## src/rtl/atomrvcore_pkg.sv

```systemverilog
// Shared types and constants for the atomrvcore fetch path.
//   XLEN / ILEN    : address and instruction widths
//   fetch_entry_t  : one buffered {pc, instr} pair
//   INSTR_NOP      : canonical addi x0,x0,0 encoding
//   word_align()   : clears the byte offset of an address
package atomrvcore_pkg;

  localparam int unsigned XLEN = 32;
  localparam int unsigned ILEN = 32;

  localparam logic [ILEN-1:0] INSTR_NOP = 32'h00000013;

  typedef struct packed {
    logic [XLEN-1:0] pc;
    logic [ILEN-1:0] instr;
  } fetch_entry_t;

  function automatic logic [XLEN-1:0] word_align(input logic [XLEN-1:0] addr);
    return {addr[XLEN-1:2], 2'b00};
  endfunction

endpackage

```

## src/rtl/atomrvcore_fifo.sv

```systemverilog
// Synchronous FIFO of fetch_entry_t with a single-cycle flush.
//   clk_i    : clock
//   rst_i    : asynchronous reset, active-high; storage and pointers cleared
//   flush_i  : drop all entries this cycle (overrides push and pop)
//   push_i   : write wdata_i at the tail
//   wdata_i  : entry to write
//   pop_i    : remove the head entry (ignored when empty)
//   rdata_o  : head entry, read straight from the storage registers
//   count_o  : number of valid entries
module atomrvcore_fifo
  import atomrvcore_pkg::*;
#(
  parameter int unsigned DEPTH = 4
) (
  input  logic                     clk_i,
  input  logic                     rst_i,
  input  logic                     flush_i,
  input  logic                     push_i,
  input  fetch_entry_t             wdata_i,
  input  logic                     pop_i,
  output fetch_entry_t             rdata_o,
  output logic [$clog2(DEPTH):0]   count_o
);

  localparam int unsigned PW = $clog2(DEPTH);
  localparam int unsigned CW = PW + 1;
  localparam logic [CW-1:0] DEPTH_C = CW'(DEPTH);

  fetch_entry_t    mem_q [DEPTH];
  logic [PW-1:0]   wr_ptr_q, rd_ptr_q;
  logic [CW-1:0]   count_q, count_d;
  logic            do_push, do_pop;

  assign do_pop  = pop_i && (count_q != '0);
  // A full FIFO can still accept a write when the head leaves in the same cycle.
  assign do_push = push_i && ((count_q != DEPTH_C) || do_pop);

  always_comb begin
    count_d = count_q + CW'(do_push) - CW'(do_pop);
  end

  always_ff @(posedge clk_i or posedge rst_i) begin
    if (rst_i) begin
      wr_ptr_q <= '0;
      rd_ptr_q <= '0;
      count_q  <= '0;
      for (int i = 0; i < int'(DEPTH); i++) begin
        mem_q[i] <= '0;
      end
    end else if (flush_i) begin
      wr_ptr_q <= '0;
      rd_ptr_q <= '0;
      count_q  <= '0;
    end else begin
      if (do_push) begin
        mem_q[wr_ptr_q] <= wdata_i;
        wr_ptr_q        <= wr_ptr_q + 1'b1;
      end
      if (do_pop) begin
        rd_ptr_q <= rd_ptr_q + 1'b1;
      end
      count_q <= count_d;
    end
  end

  assign rdata_o = mem_q[rd_ptr_q];
  assign count_o = count_q;

endmodule

```

## src/rtl/atomrvcore_prefetch_ifu.sv

```systemverilog
// Prefetching instruction fetch unit. Streams sequential ICCM reads ahead of the
// decoder, buffers up to DEPTH {pc, instr} entries and flushes on redirects.
// Optional feature macro: ATOMRV_IFU_PERF_EN adds handshake / redirect counters.
//   clk_i, rst_i                 : clock, asynchronous active-high reset
//   imem_req_o, imem_addr_o      : ICCM read request (accepted every cycle)
//   imem_rvalid_i, imem_rdata_i  : in-order ICCM read response
//   instr_valid_o, instr_ready_i : decoder handshake on the head entry
//   instr_o, pc_o                : head entry
//   redirect_i, redirect_pc_i    : taken branch/jump target from execute
//   perf_fetch_o, perf_flush_o   : (ATOMRV_IFU_PERF_EN) event counters
module atomrvcore_prefetch_ifu
  import atomrvcore_pkg::*;
#(
  parameter int unsigned            DATAWIDTH = 32,
  parameter int unsigned            DEPTH     = 4,
  parameter logic [DATAWIDTH-1:0]   RESET_PC  = '0,
  parameter int unsigned            PERF_W    = 32
) (
  input  logic                  clk_i,
  input  logic                  rst_i,
  output logic                  imem_req_o,
  output logic [DATAWIDTH-1:0]  imem_addr_o,
  input  logic                  imem_rvalid_i,
  input  logic [DATAWIDTH-1:0]  imem_rdata_i,
  output logic                  instr_valid_o,
  input  logic                  instr_ready_i,
  output logic [DATAWIDTH-1:0]  instr_o,
  output logic [DATAWIDTH-1:0]  pc_o,
  input  logic                  redirect_i,
  input  logic [DATAWIDTH-1:0]  redirect_pc_i
`ifdef ATOMRV_IFU_PERF_EN
  ,
  output logic [PERF_W-1:0]     perf_fetch_o,
  output logic [PERF_W-1:0]     perf_flush_o
`endif
);

  localparam int unsigned   CW      = $clog2(DEPTH) + 1;
  localparam logic [CW-1:0] DEPTH_C = CW'(DEPTH);

  logic [DATAWIDTH-1:0] fetch_pc_q, fetch_pc_d;
  logic [DATAWIDTH-1:0] resp_pc_q, resp_pc_d;
  logic [CW-1:0]        outstanding_q, outstanding_d;
  logic [CW-1:0]        drop_q, drop_d;
  logic [CW-1:0]        count;
  logic [CW-1:0]        inflight;
  logic [DATAWIDTH-1:0] target;
  logic                 issue, push, handshake;
  fetch_entry_t         push_entry, head;

  assign target    = word_align(redirect_pc_i);
  assign inflight  = count + outstanding_q;
  // Buffered plus in-flight never exceeds DEPTH, so every response has a slot.
  assign issue     = !rst_i && !redirect_i && (inflight < DEPTH_C);
  assign handshake = instr_valid_o && instr_ready_i;
  assign push      = imem_rvalid_i && (drop_q == '0) && !redirect_i;

  assign push_entry.pc    = resp_pc_q;
  assign push_entry.instr = imem_rdata_i;

  atomrvcore_fifo #(
    .DEPTH (DEPTH)
  ) u_fifo (
    .clk_i   (clk_i),
    .rst_i   (rst_i),
    .flush_i (redirect_i),
    .push_i  (push),
    .wdata_i (push_entry),
    .pop_i   (handshake),
    .rdata_o (head),
    .count_o (count)
  );

  always_comb begin
    outstanding_d = outstanding_q + CW'(issue) - CW'(imem_rvalid_i);

    // On a redirect every read still in flight after this cycle predates the
    // target, so the drop count becomes exactly that number. Reads already
    // marked for dropping are part of outstanding_q and must not be added twice.
    drop_d = drop_q;
    if (redirect_i) begin
      drop_d = outstanding_q - CW'(imem_rvalid_i);
    end else if (imem_rvalid_i && (drop_q != '0)) begin
      drop_d = drop_q - 1'b1;
    end

    fetch_pc_d = fetch_pc_q;
    if (redirect_i) begin
      fetch_pc_d = target;
    end else if (issue) begin
      fetch_pc_d = fetch_pc_q + DATAWIDTH'(4);
    end

    resp_pc_d = resp_pc_q;
    if (redirect_i) begin
      resp_pc_d = target;
    end else if (push) begin
      resp_pc_d = resp_pc_q + DATAWIDTH'(4);
    end
  end

  always_ff @(posedge clk_i or posedge rst_i) begin
    if (rst_i) begin
      fetch_pc_q    <= RESET_PC;
      resp_pc_q     <= RESET_PC;
      outstanding_q <= '0;
      drop_q        <= '0;
    end else begin
      fetch_pc_q    <= fetch_pc_d;
      resp_pc_q     <= resp_pc_d;
      outstanding_q <= outstanding_d;
      drop_q        <= drop_d;
    end
  end

  assign imem_req_o    = issue;
  assign imem_addr_o   = fetch_pc_q;
  assign instr_valid_o = (count != '0);
  assign instr_o       = DATAWIDTH'(head.instr);
  assign pc_o          = DATAWIDTH'(head.pc);

`ifdef ATOMRV_IFU_PERF_EN
  logic [PERF_W-1:0] perf_fetch_q, perf_flush_q;

  always_ff @(posedge clk_i or posedge rst_i) begin
    if (rst_i) begin
      perf_fetch_q <= '0;
      perf_flush_q <= '0;
    end else begin
      perf_fetch_q <= perf_fetch_q + PERF_W'(handshake);
      perf_flush_q <= perf_flush_q + PERF_W'(redirect_i);
    end
  end

  assign perf_fetch_o = perf_fetch_q;
  assign perf_flush_o = perf_flush_q;
`endif

endmodule

```

## config.mk

```make
export PLATFORM = sky130hd
export DESIGN_NAME = atomrvcore_prefetch_ifu
export DESIGN_NICKNAME = d
export VERILOG_FILES = /design/src/rtl/atomrvcore_pkg.sv /design/src/rtl/atomrvcore_fifo.sv /design/src/rtl/atomrvcore_prefetch_ifu.sv
export SDC_FILE = /design/constraint.sdc
export NUM_CORES = 1
export LEC_CHECK = 0
export CAP_MARGIN = 30
export CORE_ASPECT_RATIO = 0.8
export CORE_MARGIN = 3
export CORE_UTILIZATION = 57
export DETAILED_ROUTE_END_ITERATION = 6
export PLACE_DENSITY = 0.8
export SLEW_MARGIN = 10
export SYNTH_ARGS = -nofsm -noshare
export SYNTH_HDL_FRONTEND = slang
export SYNTH_SLANG_ARGS = --single-unit
```

## constraint.sdc

```tcl
create_clock -name clk_i -period 15.6 [get_ports clk_i]
set_clock_uncertainty 0.1 [all_clocks]
set_input_delay 3.9 -clock clk_i [delete_from_list [all_inputs] [get_ports clk_i]]
set_output_delay 3.9 -clock clk_i [all_outputs]
set_load 0.005 [all_outputs]
```

After elaboration in Yosys (flattened, before gate mapping)
Index checks and enable logic that the tools add are counted.
{"block": "word_totals", "in_bits": 69, "latchBits": 0, "regBits": 333, "mem_count": 0, "mem_bits_rw": 0, "romBits": 0}
{"block": "classes", "multipliers": 0, "n_mux": 17, "addsub": 11, "n_div": 0, "eq_ne": 1, "n_lt_le_gt_ge": 4, "n_reduce_logical": 21, "bitwise_logic": 3, "n_shift": 0}
{"op": "$bwmux 256", "count": 1}
{"op": "$mux 64", "count": 3}
{"op": "$bmux 64 s2", "count": 1}
{"op": "$demux 64 s2", "count": 1}
{"op": "$mux 32", "count": 4}
{"op": "$add 32x3->32 const B", "count": 2}
{"op": "$reduce_bool 2->1", "count": 5}
{"op": "$logic_and 1x1->1", "count": 9}
{"op": "$mux 3", "count": 3}
{"op": "$sub 3x1->3", "count": 3}
{"op": "$mux 2", "count": 4}
{"op": "$add 3x1->3", "count": 2}
{"op": "$ge 3x3->1 const B", "count": 2}
{"op": "$not 2->3", "count": 2}
{"op": "$reduce_bool 3->1", "count": 2}
{"op": "$add 2x1->2 const B", "count": 2}
{"op": "$add 3x3->3", "count": 1}
{"op": "$logic_not 3->1", "count": 1}
{"op": "$lt 3x1->1 const B", "count": 1}
{"op": "$lt 3x3->1 const B", "count": 1}
{"op": "$ne 3x3->1 const B", "count": 1}
{"op": "$sub 3x1->3 const B", "count": 1}
{"op": "$logic_not 1->1", "count": 2}
{"op": "$reduce_and 2->1", "count": 1}
{"op": "other kinds (2)", "count": 2}

Logic depth before layout (Yosys ltp)
{"block": "depth", "depth_word": 8, "ltp_mapped": 10}

Cells and area by module
From an unflattened synthesis, not the netlist that was laid out.
{"block": "unflattened", "cells_unflattened": 1163, "area_unflattened_um2": 16455.8}
{"mod": "atomrvcore_fifo", "area_each_um2": 12092.8, "n_inst": 1, "seq_area_each_um2": 6581.3, "cells_each": 663}
{"mod": "atomrvcore_prefetch_ifu", "area_each_um2": 4362.9, "n_inst": 1, "seq_area_each_um2": 1651.6, "cells_each": 500}

Worst setup path before layout
OpenSTA, ideal clock, no wires.
{"block": "synth_path", "kind": "in2out", "startpoint": "input redirect_i", "endpoint": "output imem_req_o", "cell_stages": 3, "required_ns": 11.600, "path_slack_ns": 7.034, "path_buffers": 2, "arrival_time_ns": 4.566, "cell_sequence": "clkbuf_1 -> clkbuf_1 -> nor3_1"}
{"block": "synth_via", "elab_chain_len": 3}
{"element": "from (decl)", "line_no": "atomrvcore_prefetch_ifu.sv:29", "source": "input logic redirect_i,"}
{"element": "$logic_not 1->1", "line_no": "atomrvcore_prefetch_ifu.sv:54", "source": "assign issue = !rst_i && !redirect_i && (inflight < DEPTH_C);"}
{"element": "$logic_and 1x1->1 (2 in a row)", "line_no": "atomrvcore_prefetch_ifu.sv:54"}
{"element": "to (decl)", "line_no": "atomrvcore_prefetch_ifu.sv:21", "source": "output logic imem_req_o,"}
Every way passes these cells.

Worst setup path in the final report
Ends and elaborated chain as after synthesis.

==> impl_metrics.csv <==
group,metric,value,unit
outcome,run_status,"complete, no violations",
drt,drc_marker_count_from_the_first_detailed_route_iteration,424,
worst_setup_path,rrSetupSlack,12.52,ns
worst_setup_path,worst_r2r_startpoint,"drop_q[0]$_DFFE_PP0P_",
yosys,ys_dominant_reg_cell,"dfrtp_1",
min_path,worstHoldStart,"u_fifo.mem_q[95]$_DFFE_PP0P_",
sta,final.setup.tns,0,ns
finish,number_of_nets_in_the_finished_design,1266,
sta,worstMarginPinSlew,1.00,ns
yosys,post-synth-top-area-cell,"dfrtp_1",
worst_setup_path,worst-path-max-fanout,31,
grt,grt_max_degree,111,
placement,dp.final_hpwl,20000,um
die,die_x,188,um
clocking,cts_buffer_depth,3,
clocking,cts_made_buffers,34,
drt,drt-wirelength-per-cell,20.7,um
sta,slew-limit-headroom,33.3,%
pwr,cell_area_power_density,162,nW/um^2
clocking,cts-root-buf,"clkbuf_16",
yosys,synth_seq_cells,321,
worst_setup_path,regToRegEndpoint,"u_fifo.mem_q[155]$_DFFE_PP0P_",
sta,finalCritPeriodShare,60.7,%
sta,min_period,9.47,ns
grt,grt_remaining_overflow,0,
yosys,total_standard_cell_area_after_synthesis,15000,sq um
grt,grt_antenna_before_repair,0,
clocking,worstSkewPairLatency,0.51,ns
die,die_height,151,um
yosys,synth.top_cell.area_share,53.5,%
drt,detailroute.via_count,9154,
grt,grt_pass1_vias,9757,
yosys,count_of_flip_flops_with_a_built_in_enable_after_synthesis,0,
pwr,p_sw,0.000809,W
pwr,power.switching_fraction,27.8,%
placement,placement.io_buffers,160,
yosys,asyncSetResetFlopFracSynth,100,%
sta,setup_repair_after_global_routing_missed_its_margin,"no",
finish,finalCoreUtilization,70.0,%
sta,final-max-slew-violation-count,0,
sta,fmax,106,MHz
pwr,total_leakage_power,7.87,nW
yosys,yosysWarningCount,0,
pwr,power.share.sequential,40.6,%
min_path,holdCritPathClass,"reg2reg",
finish,final_layout_size_suffix_gt1_share,35.1,%
placement,gpl.final_weighted_congestion,0.819,
worst_setup_path,worst_ep_required_time,11.60,ns
die,start_util,58.6,%
pwr,clockPowerShare,26.7,%
yosys,synthesis.area_per_instance,14.5,sq um
die,design.core.area,25600,sq um
yosys,seq_area_frac_synth,53.5,%
worst_setup_path,r2r.worst_path.cells,7,
drt,drt_wl_total,32200,um
die,die-area,28400,sq um
die,floorplan.rows,52,
yosys,synth_area_leaders,"dfrtp_1 53%, mux2_2 21%, mux4_2 9.3%",
drt,antenna_violating_nets_post_route,0,
drt,drtPass1Iterations,5,
clocking,clock_tree_from_tritoncts,"done",
min_path,min_delay_path_depth,1,
pwr,cell_internal_pwr,0.00210,W
clocking,postCtsHoldBufs,0,
yosys,postSynthCellCount,1038,
worst_setup_path,worstPathArrival,5.47,ns
clocking,setup_bufs_post_cts,0,
worst_setup_path,startpoint_type,"input port",
clocking,cts_num_sinks,321,
yosys,synthTopCellsByCount,"321 x dfrtp_1, 278 x mux2_2, 62 x mux4_2",
sta,timing.final.setup_violations,0,
grt,grt_first_pass_wirelength,52400,um
worst_setup_path,timing_worst_setup_path_type,"in2out",
drt,route.detailed.vias_per_inst,5.90,
clocking,htree_num_levels,2,
clocking,clkSlewWorstSetupHoldPaths,0.06,ns
clocking,post_cts.resized_instances,0,
die,design.portCount,167,
grt,grt_use_total,22.9,%
pwr,power_frac_comb,32.7,%
sta,final-hold-violation-count,0,
pwr,vdd.ir_drop.worst,103,uV
finish,n_antenna_cell,0,
run,cap_violations,0,
worst_setup_path,end_kind,"output port",
yosys,yosysMostFrequentCell,"dfrtp_1",
drt,drt_drc_violations_left,0,
yosys,synth_cell_types,47,
finish,synthToLayoutAreaGrowth,19.4,%
min_path,end_point_of_the_worst_hold_path,"u_fifo.mem_q[95]$_DFFE_PP0P_",
[power groups by stage]
| stage | logic (W) | clock network [W] | registers [W] |
|---|---|---|---|
| 4_1_cts | 0.000955 | 0.000793 | 0.00118 |
| 2_1_floorplan | 0.000578 | 0 | 0.00113 |
| 6_report | 0.000949 | 0.000777 | 0.00118 |
| 5_1_grt | 0.00102 | 0.000831 | 0.00121 |
| 3_3_place_gp | 0.000922 | 0 | 0.00118 |
| 3_5_place_dp | 0.000948 | 0 | 0.00119 |
[per-layer routing]
layer	up-vias	routed length [um]	track usage (%)	part of all wire, %
met5	-	0	0	0
met4	0	519	5.74	1.6
met3	45	1550	4.07	4.8
met2	205	16000	39.1	50
met1	4828	14100	31.0	44
li1	4076	-	-	-
[registers in the layout (all words and copies together) (netlist names)]
signal and flops:
u_fifo.rd_ptr_q 2, u_fifo.mem_q 248, u_fifo.count_o 3, outstanding_q 3, u_fifo.wr_ptr_q 2, imem_addr_o 30, drop_q 3, resp_pc_q 30
[worst max-delay path by stage]
stage	slack [ns]	from	end
6_report	6.13	redirect_i	imem_req_o
5_1_grt	6.05	redirect_i	imem_req_o
4_1_cts	6.12	redirect_i	imem_req_o
3_5_place_dp	6.13	redirect_i	imem_req_o
3_3_place_gp	6.14	redirect_i	imem_req_o
2_1_floorplan	2.72	rst_i	drop_q[0]$_DFFE_PP0P_
[kinds of logic after synthesis]
family	after synthesis	share of synthesized area (%)
AO/OA/AOI/OAI	41	1.78
XOR/XNOR	58	3.38
adder cells (fa/ha/maj)	17	1.52
buffers and inverters	92	3.19
flip-flops	321	53.5
multiplexers	347	30.6
other	1	0.0250
AND/OR/NAND/NOR	161	6.05
[placed cells by master (no fill, tap or decap), types with 16 or more instances in the layout]
cell type and instances:
clkbuf_16 37, nand2_1 22, nand4_1 23, inv_1 16, mux2_2 278, xnor2_1 23
mux4_2 62, xor2_1 35, clkdlybuf4s50_1 160, nor2_1 26, dfrtp_1 319, nand3_1 16
[critical path, cell delays in order]
cell	delay, ns
clkdlybuf4s50_1	0.39
buf_4	0.24
nor3_1	0.34
clkdlybuf4s50_1	0.58
[layout make-up]
type | instances | area, sq um
flip-flops and latches | 321 | 8040
fillers | 1817 | 7700
multi-input cells | 628 | 6540
repair buffers | 177 | 1780
clock buffers | 48 | 1020
well taps | 351 | 439
inverters | 18 | 75.1
clock inverters | 9 | 51.3
[through the flow]
stage | area (sq um) | std cells | hold WS, ns | setup slack, ns | power (W)
2_1_floorplan | 15000 | 1041 | 0.375 | 2.72 | 0.00171
3_3_place_gp | 16800 | 1492 | 0.384 | 6.14 | 0.00210
3_5_place_dp | 16800 | 1492 | 0.391 | 6.13 | 0.00214
4_1_cts | 17900 | 1549 | 0.404 | 6.12 | 0.00293
5_1_grt | 17900 | 1552 | 0.409 | 6.05 | 0.00306
6_report | 17900 | 1552 | 0.398 | 6.13 | 0.00290
(Power assumes the default switching activity.)
